**config.mk**
```make
export PLATFORM = sky130hd
export DESIGN_NAME = object_compositor
export DESIGN_NICKNAME = d
export VERILOG_FILES = /design/src/rtl/frogger_gfx_pkg.sv /design/src/rtl/obj_hit_test.sv /design/src/rtl/object_compositor.sv
export SDC_FILE = /design/constraint.sdc
export NUM_CORES = 2
export LEC_CHECK = 0
export BUFFER_PORTS_ARGS = -buffer_cell sky130_fd_sc_hd__buf_2
export CAP_MARGIN = 20
export CORE_ASPECT_RATIO = 0.75
export CORE_MARGIN = 3
export CORE_UTILIZATION = 45
export CTS_CLUSTER_DIAMETER = 80
export CTS_CLUSTER_SIZE = 16
export DETAILED_ROUTE_END_ITERATION = 7
export GPL_ROUTABILITY_DRIVEN = 0
export PLACE_DENSITY = 0.59
export RECOVER_POWER = 25
export SLEW_MARGIN = 20
export SYNTH_ARGS = -nofsm -noshare
export SYNTH_HDL_FRONTEND = slang
export SYNTH_SLANG_ARGS = --single-unit
```
**constraint.sdc**
```tcl
create_clock -name Clk -period 51 [get_ports Clk]
set_clock_uncertainty 0.2 [all_clocks]
set_input_delay 7.65 -clock Clk [delete_from_list [all_inputs] [get_ports Clk]]
set_output_delay 7.65 -clock Clk [all_outputs]
set_load 0.005 [all_outputs]
```
**src/rtl/frogger_gfx_pkg.sv**
```systemverilog
// Shared graphics types for the object compositor: the object-table entry and the colour palette.
// Coordinates are stored zero-extended to OBJ_COORD_W bits, so any COORD_W up to 16 fits.
package frogger_gfx_pkg;

  localparam int OBJ_COORD_W = 16;

  typedef struct packed {
    logic [OBJ_COORD_W-1:0] x;
    logic [OBJ_COORD_W-1:0] y;
    logic [OBJ_COORD_W-1:0] w;
    logic [OBJ_COORD_W-1:0] h;
    logic [2:0]             cls;
    logic                   en;
  } obj_t;

  localparam logic [23:0] CLASS_RGB [0:7] = '{
    24'hFF0000, 24'h00FF00, 24'h0000FF, 24'hFFFF00,
    24'hFF00FF, 24'h00FFFF, 24'hFFFFFF, 24'h808080
  };

  localparam logic [23:0] BG_RGB    = 24'h000040;
  localparam logic [23:0] FLASH_RGB = 24'hF0F0F0;

endpackage

```
**src/rtl/obj_hit_test.sv**
```systemverilog
// Combinational coverage test of one object slot against a pixel, with horizontal screen wrap.
// Zero latency, no flow control; the result is registered by the caller.
module obj_hit_test
  import frogger_gfx_pkg::*;
#(
  parameter int COORD_W  = 11,
  parameter int SCREEN_W = 640
) (
  input  obj_t               obj,
  input  logic [COORD_W-1:0] draw_x,
  input  logic [COORD_W-1:0] draw_y,
  output logic               hit
);

  // One bit wider than the stored fields so x+w and y+h never wrap.
  localparam int SW = OBJ_COORD_W + 1;
  localparam logic [SW-1:0] SCREEN = SW'(SCREEN_W);

  logic [SW-1:0] dx, dy, x_lo, y_lo, x_end, y_end, wrap_end;
  logic          in_x, in_y;

  always_comb begin
    dx       = SW'(draw_x);
    dy       = SW'(draw_y);
    x_lo     = {1'b0, obj.x};
    y_lo     = {1'b0, obj.y};
    x_end    = {1'b0, obj.x} + {1'b0, obj.w};
    y_end    = {1'b0, obj.y} + {1'b0, obj.h};
    wrap_end = x_end - SCREEN;
    in_x     = ((dx >= x_lo) && (dx < x_end)) ||
               ((x_end > SCREEN) && (dx < wrap_end));
    in_y     = (dy >= y_lo) && (dy < y_end);
    hit      = obj.en && in_x && in_y;
  end

endmodule

```
**src/rtl/object_compositor.sv**
```systemverilog
// Sprite compositor: double-buffered object table, per-slot hit test, priority pick, palette lookup.
// 2-cycle latency pix_valid -> rgb_valid, one pixel per clock, no backpressure.
module object_compositor
  import frogger_gfx_pkg::*;
#(
  parameter int NUM_OBJ      = 8,
  parameter int COORD_W      = 11,
  parameter int SCREEN_W     = 640,
  parameter int FLASH_FRAMES = 8,
  localparam int IDX_W       = (NUM_OBJ > 1) ? $clog2(NUM_OBJ) : 1
) (
  input  logic               Clk,
  input  logic               Reset,
  input  logic               frame_start,
  input  logic               pix_valid,
  input  logic [COORD_W-1:0] DrawX,
  input  logic [COORD_W-1:0] DrawY,
  input  logic               obj_we,
  input  logic [IDX_W-1:0]   obj_idx,
  input  logic [COORD_W-1:0] obj_x,
  input  logic [COORD_W-1:0] obj_y,
  input  logic [COORD_W-1:0] obj_w,
  input  logic [COORD_W-1:0] obj_h,
  input  logic [2:0]         obj_class,
  input  logic               obj_en,
  input  logic               hit_flash,
  output logic [7:0]         Red,
  output logic [7:0]         Green,
  output logic [7:0]         Blue,
  output logic               rgb_valid,
  output logic               hit_obj_valid,
  output logic [IDX_W-1:0]   hit_obj_idx
);

  localparam int FL_W = $clog2(FLASH_FRAMES + 1);
  localparam logic [IDX_W:0]   IDX_LIM  = (IDX_W + 1)'(NUM_OBJ);
  localparam logic [COORD_W:0] SCREEN_L = (COORD_W + 1)'(SCREEN_W);
  localparam logic [FL_W-1:0]  FLASH_LD = FL_W'(FLASH_FRAMES);

  obj_t shadow     [NUM_OBJ];
  obj_t active     [NUM_OBJ];
  obj_t shadow_nxt [NUM_OBJ];
  logic wr_ok;

  assign wr_ok = obj_we && ({1'b0, obj_idx} < IDX_LIM) &&
                 ({1'b0, obj_x} < SCREEN_L) && (obj_w != '0);

  // The commit takes the post-write shadow so a write alongside frame_start lands this frame.
  always_comb begin
    shadow_nxt = shadow;
    if (wr_ok) begin
      shadow_nxt[obj_idx] = '{x:   OBJ_COORD_W'(obj_x),
                              y:   OBJ_COORD_W'(obj_y),
                              w:   OBJ_COORD_W'(obj_w),
                              h:   OBJ_COORD_W'(obj_h),
                              cls: obj_class,
                              en:  obj_en};
    end
  end

  always_ff @(posedge Clk or posedge Reset) begin
    if (Reset) begin
      for (int i = 0; i < NUM_OBJ; i++) begin
        shadow[i] <= '0;
        active[i] <= '0;
      end
    end else begin
      shadow <= shadow_nxt;
      if (frame_start) active <= shadow_nxt;
    end
  end

  logic [FL_W-1:0] flash_cnt;

  always_ff @(posedge Clk or posedge Reset) begin
    if (Reset)                                flash_cnt <= '0;
    else if (hit_flash)                       flash_cnt <= FLASH_LD;
    else if (frame_start && flash_cnt != '0)  flash_cnt <= flash_cnt - 1'b1;
  end

  logic [NUM_OBJ-1:0] hit_vec;

  for (genvar g = 0; g < NUM_OBJ; g++) begin : g_hit
    obj_hit_test #(
      .COORD_W  (COORD_W),
      .SCREEN_W (SCREEN_W)
    ) u_hit (
      .obj    (active[g]),
      .draw_x (DrawX),
      .draw_y (DrawY),
      .hit    (hit_vec[g])
    );
  end

  // Stage 1: hit vector plus each slot's class, so a mid-pixel commit cannot skew the colour.
  logic               s1_vld;
  logic [NUM_OBJ-1:0] s1_hit;
  logic [2:0]         s1_cls [NUM_OBJ];

  always_ff @(posedge Clk or posedge Reset) begin
    if (Reset) begin
      s1_vld <= 1'b0;
      s1_hit <= '0;
      for (int i = 0; i < NUM_OBJ; i++) s1_cls[i] <= '0;
    end else begin
      s1_vld <= pix_valid;
      s1_hit <= hit_vec;
      for (int i = 0; i < NUM_OBJ; i++) s1_cls[i] <= active[i].cls;
    end
  end

  logic             win_vld;
  logic [IDX_W-1:0] win_idx;
  logic [2:0]       win_cls;
  logic [23:0]      pix_rgb;

  // Descending scan so the lowest covering slot is the last to overwrite.
  always_comb begin
    win_vld = 1'b0;
    win_idx = '0;
    win_cls = '0;
    for (int i = NUM_OBJ - 1; i >= 0; i--) begin
      if (s1_hit[i]) begin
        win_vld = 1'b1;
        win_idx = IDX_W'(i);
        win_cls = s1_cls[i];
      end
    end
    if (win_vld)           pix_rgb = CLASS_RGB[win_cls];
    else if (flash_cnt[0]) pix_rgb = FLASH_RGB;
    else                   pix_rgb = BG_RGB;
  end

  always_ff @(posedge Clk or posedge Reset) begin
    if (Reset) begin
      rgb_valid     <= 1'b0;
      Red           <= '0;
      Green         <= '0;
      Blue          <= '0;
      hit_obj_valid <= 1'b0;
      hit_obj_idx   <= '0;
    end else begin
      rgb_valid <= s1_vld;
      if (s1_vld) begin
        {Red, Green, Blue} <= pix_rgb;
        hit_obj_valid      <= win_vld;
        hit_obj_idx        <= win_idx;
      end
    end
  end

endmodule

```
==> summary by stage <==
Clocking
The tree is rooted in a clkbuf_16. CTS saw roughly 1100 sinks. The number of setup buffers added after CTS is 0. The number of H-tree levels is 3. The CTS clock-pin slew for the worst setup and hold paths is about 0.070 ns. The clock insertion delay at the later pin of the skew report is roughly 0.7 ns. The hold-fix buffer count after cts is 0. The buffer levels on the longest clock path is 3. The TritonCTS clock tree is built. Once the clock tree was built, the resizer swapped 0 gates to a different size. TritonCTS created 81 clock buffers.

Layout
The filler cell count in the final layout is ~12000. The number of non-filler instances in the completed layout is 7159. Once layout is done, the placed cells without fillers occupy 64900 µm². From synthesis to final layout, the design area changed by 7.59%. The area used by sequential logic in the layout is about 29000 µm². The post-route netlist has 17.4% of its cells at a drive strength greater than 1. In the final layout, the multi-input gates occupy around 30000 µm². The final layout contains roughly 6100 nets.

Timing
For the final routed database, the setup TNS stands at 0 ns. The part of the cycle the worst path needs is between 30 and 40%. Setup repair after global routing left no endpoint under its margin. The post-route worst hold slack is about 0.17 ns.

In this run the tightest slew margin relative to its limit is -436%. The total count of max-transition violations in the final report is about 580. The number of setup violations in the final report is 0.

The top achievable clock speed is about 0.057 GHz. At the pin with the least slew margin, the transition time is ~8.0 ns. Subtracting the final worst setup slack from the clock period gives ~17 ns. The count of endpoints failing hold in the final timing report was 0.

Pwr
The worst ir drop on vdd is around 0.027 mV. The total design power is between 2 and 3 mW. The reported leakage power is 31.9 nW.

The total power divided by cell area is 42.2 nW/µm².

GRT
Global routing used 21.8% of the available tracks across all layers. The via count of the first global-routing pass is approximately 40000. The overall overflow remaining after global route is 0. The initial antenna violation count came to 25.

The maximum number of pins on one net before global-route repair is approximately 160. The first global-routing pass estimated 237000 µm of wire.

Synthesis
Summing the areas of all compound-gate instances in the mapped netlist gives 10.8% of the synthesized area. The number of synthesized register bits is 1140. The Yosys step of the flow raised 0 warnings. The gate count after technology mapping is 5330. The largest family of logic cells by synthesized area is adder cells. The most used flip-flop cell after synthesis is dfrtp_1. Synthesis instantiated between 80 and 90 different standard cells from the library. The number of nets handed over by synthesis was ~6100. The multiplexer area fraction after synthesis is roughly an eighth. The simple-gate share of the synthesized area is 10.0%. The synthesized netlist devotes 2.35% of its cell area to XOR and XNOR gates.

The synthesized cell area is between 60000 and 70000 µm². Of all flip-flops after synthesis, the portion carrying an async set or reset was between 90% and 100%. The adder and majority gate portion of the synthesized area is around 14%. The share of the Yosys chip area taken by registers is 47.3%. The post-synthesis area per instance is roughly 11 µm².

Yosys mapped a number of flops with a built-in enable equal to 0.

Critical path
The worst setup path is launched from an input pin. The endpoint identified for the worst register-to-register timing path is s1_hit[3]. STA classifies the critical path endpoint as an async pin. For the worst setup path, the data arrival time is ~16 ns. The setup check on the worst reg-to-reg path leaves a slack of roughly 46 ns.

The maximum fanout along the worst path is ~160. Counting cells, the worst reg-to-reg path comes to 14. In this run the critical register-to-register path is launched from active[293]. Data on the critical path is required at its endpoint by a little under 50 ns.

The critical path class is in2async.

Routing
The number of DRC violations after detailed-routing iteration 0 is ~2600. After detailed routing, the average wire length per cell comes to 20.8 µm. The final route contains approximately 40000 vias. The per-cell via count in the routed design is ~5.6.

After detailed routing, the number of remaining DRC violations is 0. The first detailed-routing pass took 5 iterations. Summed over all layers, the routed wires come to 149000 µm. Once detail routing completed, the nets flagged for antenna violations numbered 0.

Placement
The number of placed instances, taps included is just over 7000. The post-detailed-placement cell area is 62700 µm². The placed wire-length estimate is 101000 µm. The count of port buffers added during placement is roughly 110.

Job
Across the run, the number of max-cap violations was 8.

Die
In this run the core area contains 115 standard-cell rows. The core area is roughly 130000 µm². In this run the count of I/O pins placed on the die edge is around 110. The area enclosed by the die boundary is between 100000 and 150000 µm².

The overall die width is between 400 and 500 µm. Once the floorplan was initialized, standard cells occupied between 40% and 50% of the core. The floorplan step set the die height to around 320 µm.

Worst hold path
The number of cells on the worst hold path is 0. The worst min-delay path endpoint is s1_cls[9]. The worst hold path belongs to the class reg2reg. The hold path startpoint is active[205].

Outcome
The checks that failed: capacitance limit, slew limit. The run finished, with violations left.
## cell type report
| cell class | instances | area share, % |
|---|---|---|
| well taps | 1755 | 3.38 |
| clock inverters | 7 | 0.135 |
| clock buffers | 85 | 3.23 |
| inverters | 266 | 1.54 |
| repair buffers | 152 | 1.33 |
| multi-input cells | 3751 | 46.4 |
| diodes | 3 | 0.0116 |
| flip-flops and latches | 1140 | 44.0 |
## Yosys cell counts, types with 90 or more instances
library cell,number,area [µm²]
a21o_1,124,931
a21oi_1,211,1060
and2_1,90,563
clkbuf_1,122,458
dfrtp_1,1140,28500
ha_1,637,7970
inv_1,266,998
mux2_2,682,7680
nand2_1,430,1610
nor2_1,185,694
nor2b_1,132,826
o21ai_0,333,1670
xor2_1,92,806
## per-layer routing
layer  track usage (%)  wire length [µm]  part of all wire, %
met1              33.8             76800                   52
met2              32.3             61700                   41
met3              3.03              7410                  5.0
met4              4.37              2950                  2.0
met5                 0                13               0.0087
## layout by cell type (no fill, tap or decap), types with 18 or more instances in the layout
cell type | netlist | final
o21a_1 | 59 | 59
o21ai_0 | 333 | 333
nand4_1 | 25 | 25
o211ai_1 | 31 | 31
mux2_2 | 682 | 681
xnor2_1 | 70 | 70
and3_1 | 20 | 20
nor3_1 | 70 | 70
buf_2 | 5 | 93
xor2_1 | 92 | 92
buf_4 | 14 | 38
a31oi_1 | 49 | 49
dfrtp_1 | 1140 | 1140
nor2_1 | 185 | 185
clkbuf_1 | 122 | 20
a211oi_1 | 34 | 34
nand2_1 | 430 | 428
o2111ai_1 | 18 | 18
o21bai_1 | 30 | 30
nor2b_1 | 132 | 132
a21oi_1 | 211 | 211
clkbuf_16 | 0 | 83
and2_1 | 90 | 90
ha_1 | 637 | 637
a21o_1 | 124 | 124
nand2b_1 | 65 | 65
inv_1 | 266 | 265
nand3_1 | 56 | 55
nor4_1 | 40 | 39
## per-stage QoR
| step | worst slack (ns) | utilization, % |
|---|---|---|
| 3_3_place_gp | 38.88 | 47.5 |
| 6_report | 33.55 | 49.1 |
| 2_1_floorplan | 11.04 | - |
| 5_1_grt | 31.22 | 49.1 |
| 4_1_cts | 39.64 | 49.1 |
| 3_5_place_dp | 38.85 | 47.5 |
## power breakdown
part | internal [mW] | switching (mW) | leakage [nW]
logic | 0.441 | 0.559 | 15.9
registers | 1.05 | 0.0746 | 14.9
clock network | 0.292 | 0.319 | 1.07
## critical path, stage by stage
cell        delay, ns
clkbuf_1         0.08
clkinvlp_2       2.28
clkbuf_1         5.72
## cells by family after synthesis
group           after synthesis
flops                      1140
buf+inv                     439
compound gates             1032
simple gates               1212
fa+ha+maj                   653
mux                         692
xor+xnor                    162
## worst max path at each step
stage | start | cells past startpoint | slack, ns | to
3_3_place_gp | Reset | 6 | 38.88 | active[416]
6_report | Reset | 3 | 33.55 | active[86]
5_1_grt | Reset | 3 | 31.22 | active[85]
3_5_place_dp | Reset | 6 | 38.85 | active[38]
2_1_floorplan | Reset | 1 | 11.04 | Blue[3]
4_1_cts | Reset | 6 | 39.64 | active[448]
## registers in the layout (all words and copies together) (netlist names), 4 cells and up
signal     flops
s1_cls        24
shadow       544
s1_hit         8
Blue           4
flash_cnt      4
active       544
No activity file was read; power rests on OpenSTA's default activity.
